<file path="src/rtl/fetch_pkg.sv">
// Shared types and constants for the instruction-fetch stage.
package fetch_pkg;

  typedef enum logic [1:0] {
    BOOT   = 2'd0,
    RUN    = 2'd1,
    HALTED = 2'd2
  } state_t;

  localparam logic [31:0] NOP_INSTR     = 32'h0000_0000;
  localparam int          DEF_ADDR_W    = 32;
  localparam int          DEF_MEM_DEPTH = 1024;
  localparam int          DEF_RESET_PC  = 0;

endpackage

</file>
<file path="src/rtl/fetch_if.sv">
// Fetch-stage bus: control in, instruction memory port, IF/ID register and status out.
interface fetch_if #(
  parameter int ADDR_W = 32
);

  logic              stall_i;
  logic              redirect_i;
  logic [ADDR_W-1:0] redirect_target_i;
  logic              halt_i;
  logic [ADDR_W-1:0] imem_addr_o;
  logic [31:0]       imem_instr_i;
  logic [31:0]       ifid_instr_o;
  logic [ADDR_W-1:0] ifid_pc_plus1_o;
  logic              ifid_valid_o;
  logic              halted_o;
  logic              fault_o;

  modport master (
    input  stall_i, redirect_i, redirect_target_i, halt_i, imem_instr_i,
    output imem_addr_o, ifid_instr_o, ifid_pc_plus1_o, ifid_valid_o, halted_o, fault_o
  );

  modport slave (
    output stall_i, redirect_i, redirect_target_i, halt_i, imem_instr_i,
    input  imem_addr_o, ifid_instr_o, ifid_pc_plus1_o, ifid_valid_o, halted_o, fault_o
  );

endinterface

</file>
<file path="src/rtl/fetch_pc_reg.sv">
// Program counter register with prioritised next-PC selection (halt, fault, redirect, stall, +1).
module fetch_pc_reg
  import fetch_pkg::*;
#(
  parameter int                ADDR_W    = DEF_ADDR_W,
  parameter int                MEM_DEPTH = DEF_MEM_DEPTH,
  parameter logic [ADDR_W-1:0] RESET_PC  = ADDR_W'(DEF_RESET_PC)
) (
  input  logic              clk,
  input  logic              rst,
  input  logic              run,
  input  logic              halt,
  input  logic              redirect,
  input  logic              stall,
  input  logic [ADDR_W-1:0] target,
  output logic [ADDR_W-1:0] pc,
  output logic [ADDR_W-1:0] pc_plus1,
  output logic              out_of_range
);

  localparam logic [ADDR_W:0] DEPTH = (ADDR_W+1)'(MEM_DEPTH);

  logic [ADDR_W-1:0] pc_d;

  assign pc_plus1     = pc + 1'b1;
  assign out_of_range = {1'b0, pc} >= DEPTH;

  // Outside RUN the PC is frozen, which covers both the BOOT cycle and HALTED.
  always_comb begin
    pc_d = pc;
    if (run && !halt && !out_of_range) begin
      if (redirect)
        pc_d = target;
      else if (!stall)
        pc_d = pc_plus1;
    end
  end

  always_ff @(posedge clk or posedge rst) begin
    if (rst)
      pc <= RESET_PC;
    else
      pc <= pc_d;
  end

endmodule

</file>
<file path="src/rtl/fetch_stage.sv">
// Instruction-fetch stage: BOOT/RUN/HALTED control, IF/ID register and sticky fault flag.
module fetch_stage
  import fetch_pkg::*;
#(
  parameter int                ADDR_W    = DEF_ADDR_W,
  parameter int                MEM_DEPTH = DEF_MEM_DEPTH,
  parameter logic [ADDR_W-1:0] RESET_PC  = ADDR_W'(DEF_RESET_PC)
) (
  input logic     clk,
  input logic     rst,
  fetch_if.master bus
);

  state_t            state_q, state_d;
  logic [ADDR_W-1:0] pc, pc_plus1;
  logic              out_of_range;
  logic              capture, flush, set_fault;
  logic [31:0]       instr_q;
  logic [ADDR_W-1:0] pp1_q;
  logic              valid_q, fault_q;

  fetch_pc_reg #(
    .ADDR_W    (ADDR_W),
    .MEM_DEPTH (MEM_DEPTH),
    .RESET_PC  (RESET_PC)
  ) u_pc (
    .clk          (clk),
    .rst          (rst),
    .run          (state_q == RUN),
    .halt         (bus.halt_i),
    .redirect     (bus.redirect_i),
    .stall        (bus.stall_i),
    .target       (bus.redirect_target_i),
    .pc           (pc),
    .pc_plus1     (pc_plus1),
    .out_of_range (out_of_range)
  );

  always_comb begin
    state_d   = state_q;
    capture   = 1'b0;
    flush     = 1'b0;
    set_fault = 1'b0;
    case (state_q)
      BOOT: state_d = RUN;
      RUN: begin
        if (bus.halt_i) begin
          state_d = HALTED;
          flush   = 1'b1;
        end else if (out_of_range) begin
          state_d   = HALTED;
          flush     = 1'b1;
          set_fault = 1'b1;
        end else if (bus.redirect_i) begin
          flush = 1'b1;
        end else if (!bus.stall_i) begin
          capture = 1'b1;
        end
      end
      HALTED:  flush   = 1'b1;
      default: state_d = BOOT;
    endcase
  end

  always_ff @(posedge clk or posedge rst) begin
    if (rst)
      state_q <= BOOT;
    else
      state_q <= state_d;
  end

  // Memory data is sampled only on a real fetch, so X words never enter IF/ID.
  always_ff @(posedge clk or posedge rst) begin
    if (rst) begin
      instr_q <= NOP_INSTR;
      pp1_q   <= '0;
      valid_q <= 1'b0;
      fault_q <= 1'b0;
    end else begin
      if (capture) begin
        instr_q <= bus.imem_instr_i;
        pp1_q   <= pc_plus1;
        valid_q <= 1'b1;
      end else if (flush) begin
        valid_q <= 1'b0;
      end
      if (set_fault)
        fault_q <= 1'b1;
    end
  end

  assign bus.imem_addr_o     = pc;
  assign bus.ifid_instr_o    = instr_q;
  assign bus.ifid_pc_plus1_o = pp1_q;
  assign bus.ifid_valid_o    = valid_q;
  assign bus.halted_o        = (state_q == HALTED);
  assign bus.fault_o         = fault_q;

endmodule
</file>
<file path="src/flat_wrapper.sv">
// flat-port wrapper written by rule: the top's interface ports become plain ports
module fetch_stage_flat import fetch_pkg::*;
#(
  parameter int                ADDR_W    = DEF_ADDR_W,
  parameter int                MEM_DEPTH = DEF_MEM_DEPTH,
  parameter logic [ADDR_W-1:0] RESET_PC  = ADDR_W'(DEF_RESET_PC)
)
  (clk, rst, bus_stall_i, bus_redirect_i, bus_redirect_target_i, bus_halt_i, bus_imem_instr_i, bus_imem_addr_o, bus_ifid_instr_o, bus_ifid_pc_plus1_o, bus_ifid_valid_o, bus_halted_o, bus_fault_o);
  fetch_if #(.ADDR_W(ADDR_W)) bus_i ();
  input logic clk;
  input logic rst;
  input wire logic [$bits(bus_i.stall_i)-1:0] bus_stall_i;
  input wire logic [$bits(bus_i.redirect_i)-1:0] bus_redirect_i;
  input wire logic [$bits(bus_i.redirect_target_i)-1:0] bus_redirect_target_i;
  input wire logic [$bits(bus_i.halt_i)-1:0] bus_halt_i;
  input wire logic [$bits(bus_i.imem_instr_i)-1:0] bus_imem_instr_i;
  output wire logic [$bits(bus_i.imem_addr_o)-1:0] bus_imem_addr_o;
  output wire logic [$bits(bus_i.ifid_instr_o)-1:0] bus_ifid_instr_o;
  output wire logic [$bits(bus_i.ifid_pc_plus1_o)-1:0] bus_ifid_pc_plus1_o;
  output wire logic [$bits(bus_i.ifid_valid_o)-1:0] bus_ifid_valid_o;
  output wire logic [$bits(bus_i.halted_o)-1:0] bus_halted_o;
  output wire logic [$bits(bus_i.fault_o)-1:0] bus_fault_o;
  assign bus_i.stall_i = bus_stall_i;
  assign bus_i.redirect_i = bus_redirect_i;
  assign bus_i.redirect_target_i = bus_redirect_target_i;
  assign bus_i.halt_i = bus_halt_i;
  assign bus_i.imem_instr_i = bus_imem_instr_i;
  assign bus_imem_addr_o = bus_i.imem_addr_o;
  assign bus_ifid_instr_o = bus_i.ifid_instr_o;
  assign bus_ifid_pc_plus1_o = bus_i.ifid_pc_plus1_o;
  assign bus_ifid_valid_o = bus_i.ifid_valid_o;
  assign bus_halted_o = bus_i.halted_o;
  assign bus_fault_o = bus_i.fault_o;
  fetch_stage #(.ADDR_W(ADDR_W), .MEM_DEPTH(MEM_DEPTH), .RESET_PC(RESET_PC)) u_core (.clk(clk), .rst(rst), .bus(bus_i));
endmodule
</file>
<file path="config.mk">
export PLATFORM = sky130hd
export DESIGN_NAME = fetch_stage_flat
export DESIGN_NICKNAME = d
export VERILOG_FILES = /design/src/rtl/fetch_pkg.sv /design/src/rtl/fetch_if.sv /design/src/rtl/fetch_pc_reg.sv /design/src/rtl/fetch_stage.sv /design/src/flat_wrapper.sv
export SDC_FILE = /design/constraint.sdc
export NUM_CORES = 1
export LEC_CHECK = 0
export CAP_MARGIN = 10
export CORE_MARGIN = 2
export CORE_UTILIZATION = 50
export DETAILED_ROUTE_END_ITERATION = 8
export GPL_TIMING_DRIVEN = 1
export PLACE_DENSITY = 0.87
export SYNTH_ARGS = -nofsm -noshare
export SYNTH_HDL_FRONTEND = slang
export SYNTH_HIERARCHICAL = 1
export SYNTH_SLANG_ARGS = --single-unit
</file>
<file path="constraint.sdc">
create_clock -name clk -period 5.7 [get_ports clk]
set_clock_uncertainty 0.1 [all_clocks]
set_input_delay 0.57 -clock clk [delete_from_list [all_inputs] [get_ports clk]]
set_output_delay 0.57 -clock clk [all_outputs]
set_load 0.1 [all_outputs]
</file>
* Word-level counts from Yosys, hierarchy flattened
Cells that the tools add are included.
W data, S select, Z words.
** Operators by class
- Reductions and logical operators :: 8
- $add $sub $neg :: 1
- Bitwise logic cells :: 1
- Equal/unequal tests :: 4
- Mux-type cells :: 19
- Order comparisons :: 1
** Operators by type and width (number)
- $mux W32 :: 2
- $add A32 B1 Y32 const B :: 1
- $ge A32 B11 Y1 const B :: 1
- $mux W1 :: 13
- $pmux W2 S3 :: 1
- $mux W2 :: 2
- $reduce_and A2 Y1 :: 2
- $ne A3 B2 Y1 const B :: 1
- $eq A2 B1 Y1 const B :: 1
- $eq A2 B2 Y1 const B :: 1
- $logic_and A1 B1 Y1 :: 2
- $logic_not A1 Y1 :: 2
- $logic_not A2 Y1 :: 1
- $ne A2 B1 Y1 const B :: 1
- $pmux W1 S2 :: 1
- $reduce_bool A2 Y1 :: 1
- $not A1 Y1 :: 1
** Word-level totals
- Register bits after elaboration :: 100
- Bits of input ports :: 69
- Output and inout bits :: 99

* Logic depth before layout (Yosys ltp)
- Depth after elaboration :: 6
- Gate-level depth with buffers :: 10

* Cells and area by module
Netlist, hierarchy kept.
** Modules (own cells, without submodules)
- fetch_stage :: seq. area each 1701.6 um^2, times used 1, area each 2803.9 um^2, cells each 158
- fetch_pc_reg :: seq. area each 800.8 um^2, times used 1, area each 2158.3 um^2, cells each 228

* Worst setup path before layout
Ideal clock, no wire load.
- Kind :: register to register
- From :: reg u_core.u_pc.pc[15]
- To :: reg u_core.instr_q[0], in the netlist u_core/bus.ifid_instr_o[0]
- Required time :: 5.475 ns
- Clock period less this slack :: 2.982 ns
- Data arrival time :: 2.756 ns
- Path slack :: 2.718 ns
- Cell stages (with the launch flop) :: 11
- Library setup time :: 0.125 ns
- Cell sequence :: dfrtp_1 -> buf_6 -> nor4_2 -> nand4_2 -> buf_2 -> or2_1 -> nor2_2 -> nand3_1 -> buf_6 -> buf_6 -> mux2_4
** Between the ends
- Longest elaborated chain between the ends :: 4
** Ends and longest elaborated chain
- start, declared :: line fetch_pc_reg.sv:16 : output logic [ADDR_W-1:0] pc,
- start signal, assigned :: line fetch_pc_reg.sv:43 : pc <= pc_d;
- $ge A32 B11 Y1 :: line fetch_pc_reg.sv:26 : assign out_of_range = {1'b0, pc} >= DEPTH;
- net u_core.out_of_range :: line fetch_stage.sv:16 : logic out_of_range;
- $mux W1 :: line fetch_stage.sv:50 : end else if (out_of_range) begin
- $mux W1 :: line fetch_stage.sv:47 : if (bus.halt_i) begin
- $mux W1 :: line fetch_stage.sv:44 : case (state_q)
- end signal, assigned :: line fetch_stage.sv:81 : instr_q <= bus.imem_instr_i;
- end, declared :: line fetch_stage.sv:18 : logic [31:0] instr_q;
The timed path passes the listed nets, and every way through them passes these cells.
A chain may end at the register's enable or synchronous reset.

* Worst setup path in the final report
- From :: reg u_core.u_pc.pc[15]
- To :: reg u_core.instr_q[17], in the netlist u_core/bus.ifid_instr_o[17]
The elaborated chain is that of the path after synthesis.

==> flow_summary.yaml <==
clocking:
  cts_max_path_buffers: 2
  path_clk_slew_ns: 0.09
  clk_latency_ns: 0.37
  cts.sink_count: 100
  numCtsBuffers: 9
  ctsHoldBuffers: 0
  cts_tree: "yes"
  htreeDepth: 3
  cts_resized: 0
  post_cts_buffers: 0
  cts_root_buffer: "clkbuf_8"
floorplan:
  die_h_um: 104
  die_w_um: 104
  initial_core_util_pct: 51.2
  rows: 36
  ioPinCount: 168
  design.core.area_um2: 9680
  die-area_um2: 10700
worst_setup_path:
  arrival_ns: 3.76
  rrSetupSlack_ns: 2.10
  max_stage_delay_ns: 0.64
  required_ns: 5.86
  cp_slowest_cell: "nand3_4"
  rr_worst_depth: 7
  crit_chain: "nor4_2 > nand4_2 > or2_1 > nor2_2 > nand3_4 > buf_4 > mux2_4"
  worstSetupPathType: "flop to flop"
  path_max_fanout: 45
  start_kind: "flop"
  cp-end-kind: "flop"
yosys:
  syn-num-nets: 460
  synth_top_cell_by_area: "dfrtp_1"
  synth_flop_cell: "dfrtp_1"
  synth_warnings: 6
  syn_avg_cell_area_um2: 12.9
  syn-instance-count: 386
  synth-seq-cells: 100
  synth_edf_count: 0
  synthArstFlopShare_pct: 100
  ys_seq_area_share_pct: 50.4
  synthDistinctLibCells: 47
  synth.area.top_cells: "dfrtp_1, mux2_4, xnor2_1"
  syn_area_um2: 4960
  synth_top_area_share_pct: 50.4
power_and_ir_drop:
  power_mw: 3.00
  p_leak_nw: 3.24
  peakVddDrop_v: 0.000291
  power_density_nw_per_um2: 437
timing:
  setup_violations: 0
  max_freq_mhz: 278
  rsz0062_at_grt: "false"
  drv_slew: 0
  period_minus_slack_ns: 3.60
  finalSetupTns_ns: 0
  finalCritPeriodShare_pct: 63.2
  max_slew_margin_pct: 29.3
  hold_viol: 0
  tightest_slew_ns: 1.05
placed_design:
  dp.cells: 666
  io_buffers: 167
  dp_hpwl_mm: 9.47
  gp_congestion: 0.950
final_layout:
  area.growth.synth_to_final_pct: 38.2
  seqCellArea_um2: 2500
  fill_cells: 652
  finalNonFillerCells: 681
  multiInputGateArea_um2: 2270
  num-nets-final: 618
  diodes: 0
  drive_above_1_share_pct: 18.1
global_route:
  antenna_found_initial: 0
  grt_pass1_wl_mm: 20.9
  grt_overflow: 0
  grt_util_all_layers_pct: 24.6
  grt_pass1_vias: 3779
  grt_max_degree: 69
run:
  drv_cap: 0
detailed_routing:
  post-route-drc-count: 0
  routed_wl_mm: 12.9
  dr.pass1.iters: 5
  ant_nets: 0
  via_per_inst: 5.43
  vias: 3700
  post_drt_wl_per_cell_um: 18.9
  drt_iter0_markers: 166
hold_path:
  whs_path_depth: 1
  hold_class: "flop to flop"
outcome:
  status: "complete, no violations"
state kept, by name, indices dropped and copies added (netlist names):
signal	count
u_core/u_pc/pc	32
u_core/state_q	2
u_core/bus.ifid_pc_plus1_o	32
u_core/bus.fault_o	1
u_core/bus.ifid_instr_o	32
u_core/bus.ifid_valid_o	1
cells by family after synthesis:
group / share of synthesized area [%]
xor gates and xnor gates: 5.12
DFF: 50.4
adders and majority gates: 1.26
muxes: 19.5
and+or+nand+nor: 11.2
buffers and inverters: 4.11
AOI/OAI and AO/OA: 8.35
worst paths after layout:
path                                              from                             to
max                                 u_core/u_pc/pc[15]    u_core/bus.ifid_instr_o[17]
min                        u_core/bus.ifid_instr_o[15]    u_core/bus.ifid_instr_o[15]
max reg2reg                         u_core/u_pc/pc[15]    u_core/bus.ifid_instr_o[17]
min reg2reg                u_core/bus.ifid_instr_o[15]    u_core/bus.ifid_instr_o[15]
max in group asynchronous                          rst  u_core/bus.ifid_pc_plus1_o[8]
min in group asynchronous                          rst             u_core/u_pc/pc[22]
per-stage QoR:
step | hold WS [ns] | utilization [%] | setup WS [ns] | instance area (µm²)
after global placement | 0.387 | 68.9 | 2.24 | 6670
after floorplan | 0.386 | - | 2.72 | 4960
after CTS | 0.415 | 70.8 | 2.11 | 6860
final | 0.419 | 70.8 | 2.10 | 6860
after global routing | 0.430 | 70.8 | 1.92 | 6860
after detailed placement | 0.391 | 68.9 | 2.12 | 6670
cells in the mapped netlist (2+ instances only):
cell and number:
nor4_4 4, nor3_1 5, o31a_1 2, and4_1 4
mux2_4 49, inv_1 9, nand4_1 10, o21bai_1 2
xnor2_1 22, nor4_1 6, o41ai_1 3, o21ai_1 6
nand3_1 17, clkbuf_1 4, o31ai_1 3, mux2_2 16
or3_1 2, mux2i_1 4, dfrtp_1 100, o22ai_1 2
nor2_1 18, a2111oi_2 2, and3_1 2, buf_6 9
nand2_1 20, o21ai_0 2, a32oi_1 2, xor2_1 7
ha_1 5, a21oi_1 3, a21o_1 21, buf_2 10
routing by layer:
layer | track usage [%] | share of wire, % | vias up | wire length, µm
li1 | - | - | 1698 | -
met4 | 10.0 | 2.4 | 0 | 312
met5 | 0 | 0 | - | 0
met1 | 32.5 | 44 | 1818 | 5620
met3 | 6.42 | 6.9 | 22 | 889
met2 | 38.8 | 47 | 162 | 6050
layout by cell type (no fill, tap or decap), drive strengths merged, types with 3 or more instances in the layout:
| cell | Yosys | layout |
|---|---|---|
| clkdlybuf4s50 | 0 | 167 |
| dfrtp | 100 | 100 |
| mux2 | 66 | 66 |
| xnor2 | 22 | 22 |
| a21o | 21 | 21 |
| nand2 | 20 | 20 |
| nor2 | 19 | 19 |
| nand3 | 17 | 17 |
| nand4 | 11 | 11 |
| inv | 10 | 11 |
| nor4 | 11 | 11 |
| clkbuf | 4 | 9 |
| o21ai | 8 | 8 |
| xor2 | 7 | 7 |
| nor3 | 6 | 6 |
| ha | 5 | 5 |
| and4 | 4 | 4 |
| mux2i | 4 | 4 |
| o41ai | 4 | 4 |
| o31ai | 4 | 4 |
| a21oi | 3 | 3 |
| buf | 19 | 3 |
report_power, final:
| group | switching, mW | internal, mW |
|---|---|---|
| logic | 1.13 | 0.418 |
| clock network | 0.249 | 0.201 |
| registers | 0.170 | 0.828 |
| total | 1.55 | 1.45 |
critical path: cells and delay by family, from the launching register on:
kind	cells	cell delay, ns
flip-flops	1	0.50
buffers and inverters	1	0.53
multiplexers	1	0.34
AND/OR/NAND/NOR	5	1.99
final cells by class:
type                    instances  share of cell area (%)
clock buffers                   9                    1.81
clock inverters                 6                   0.931
inverters                      10                   0.547
multi-input cells             253                    33.1
flip-flops and latches        100                    36.5
well taps                     133                    2.43
repair buffers                170                    24.7
No activity file was read; power rests on OpenSTA's default activity.
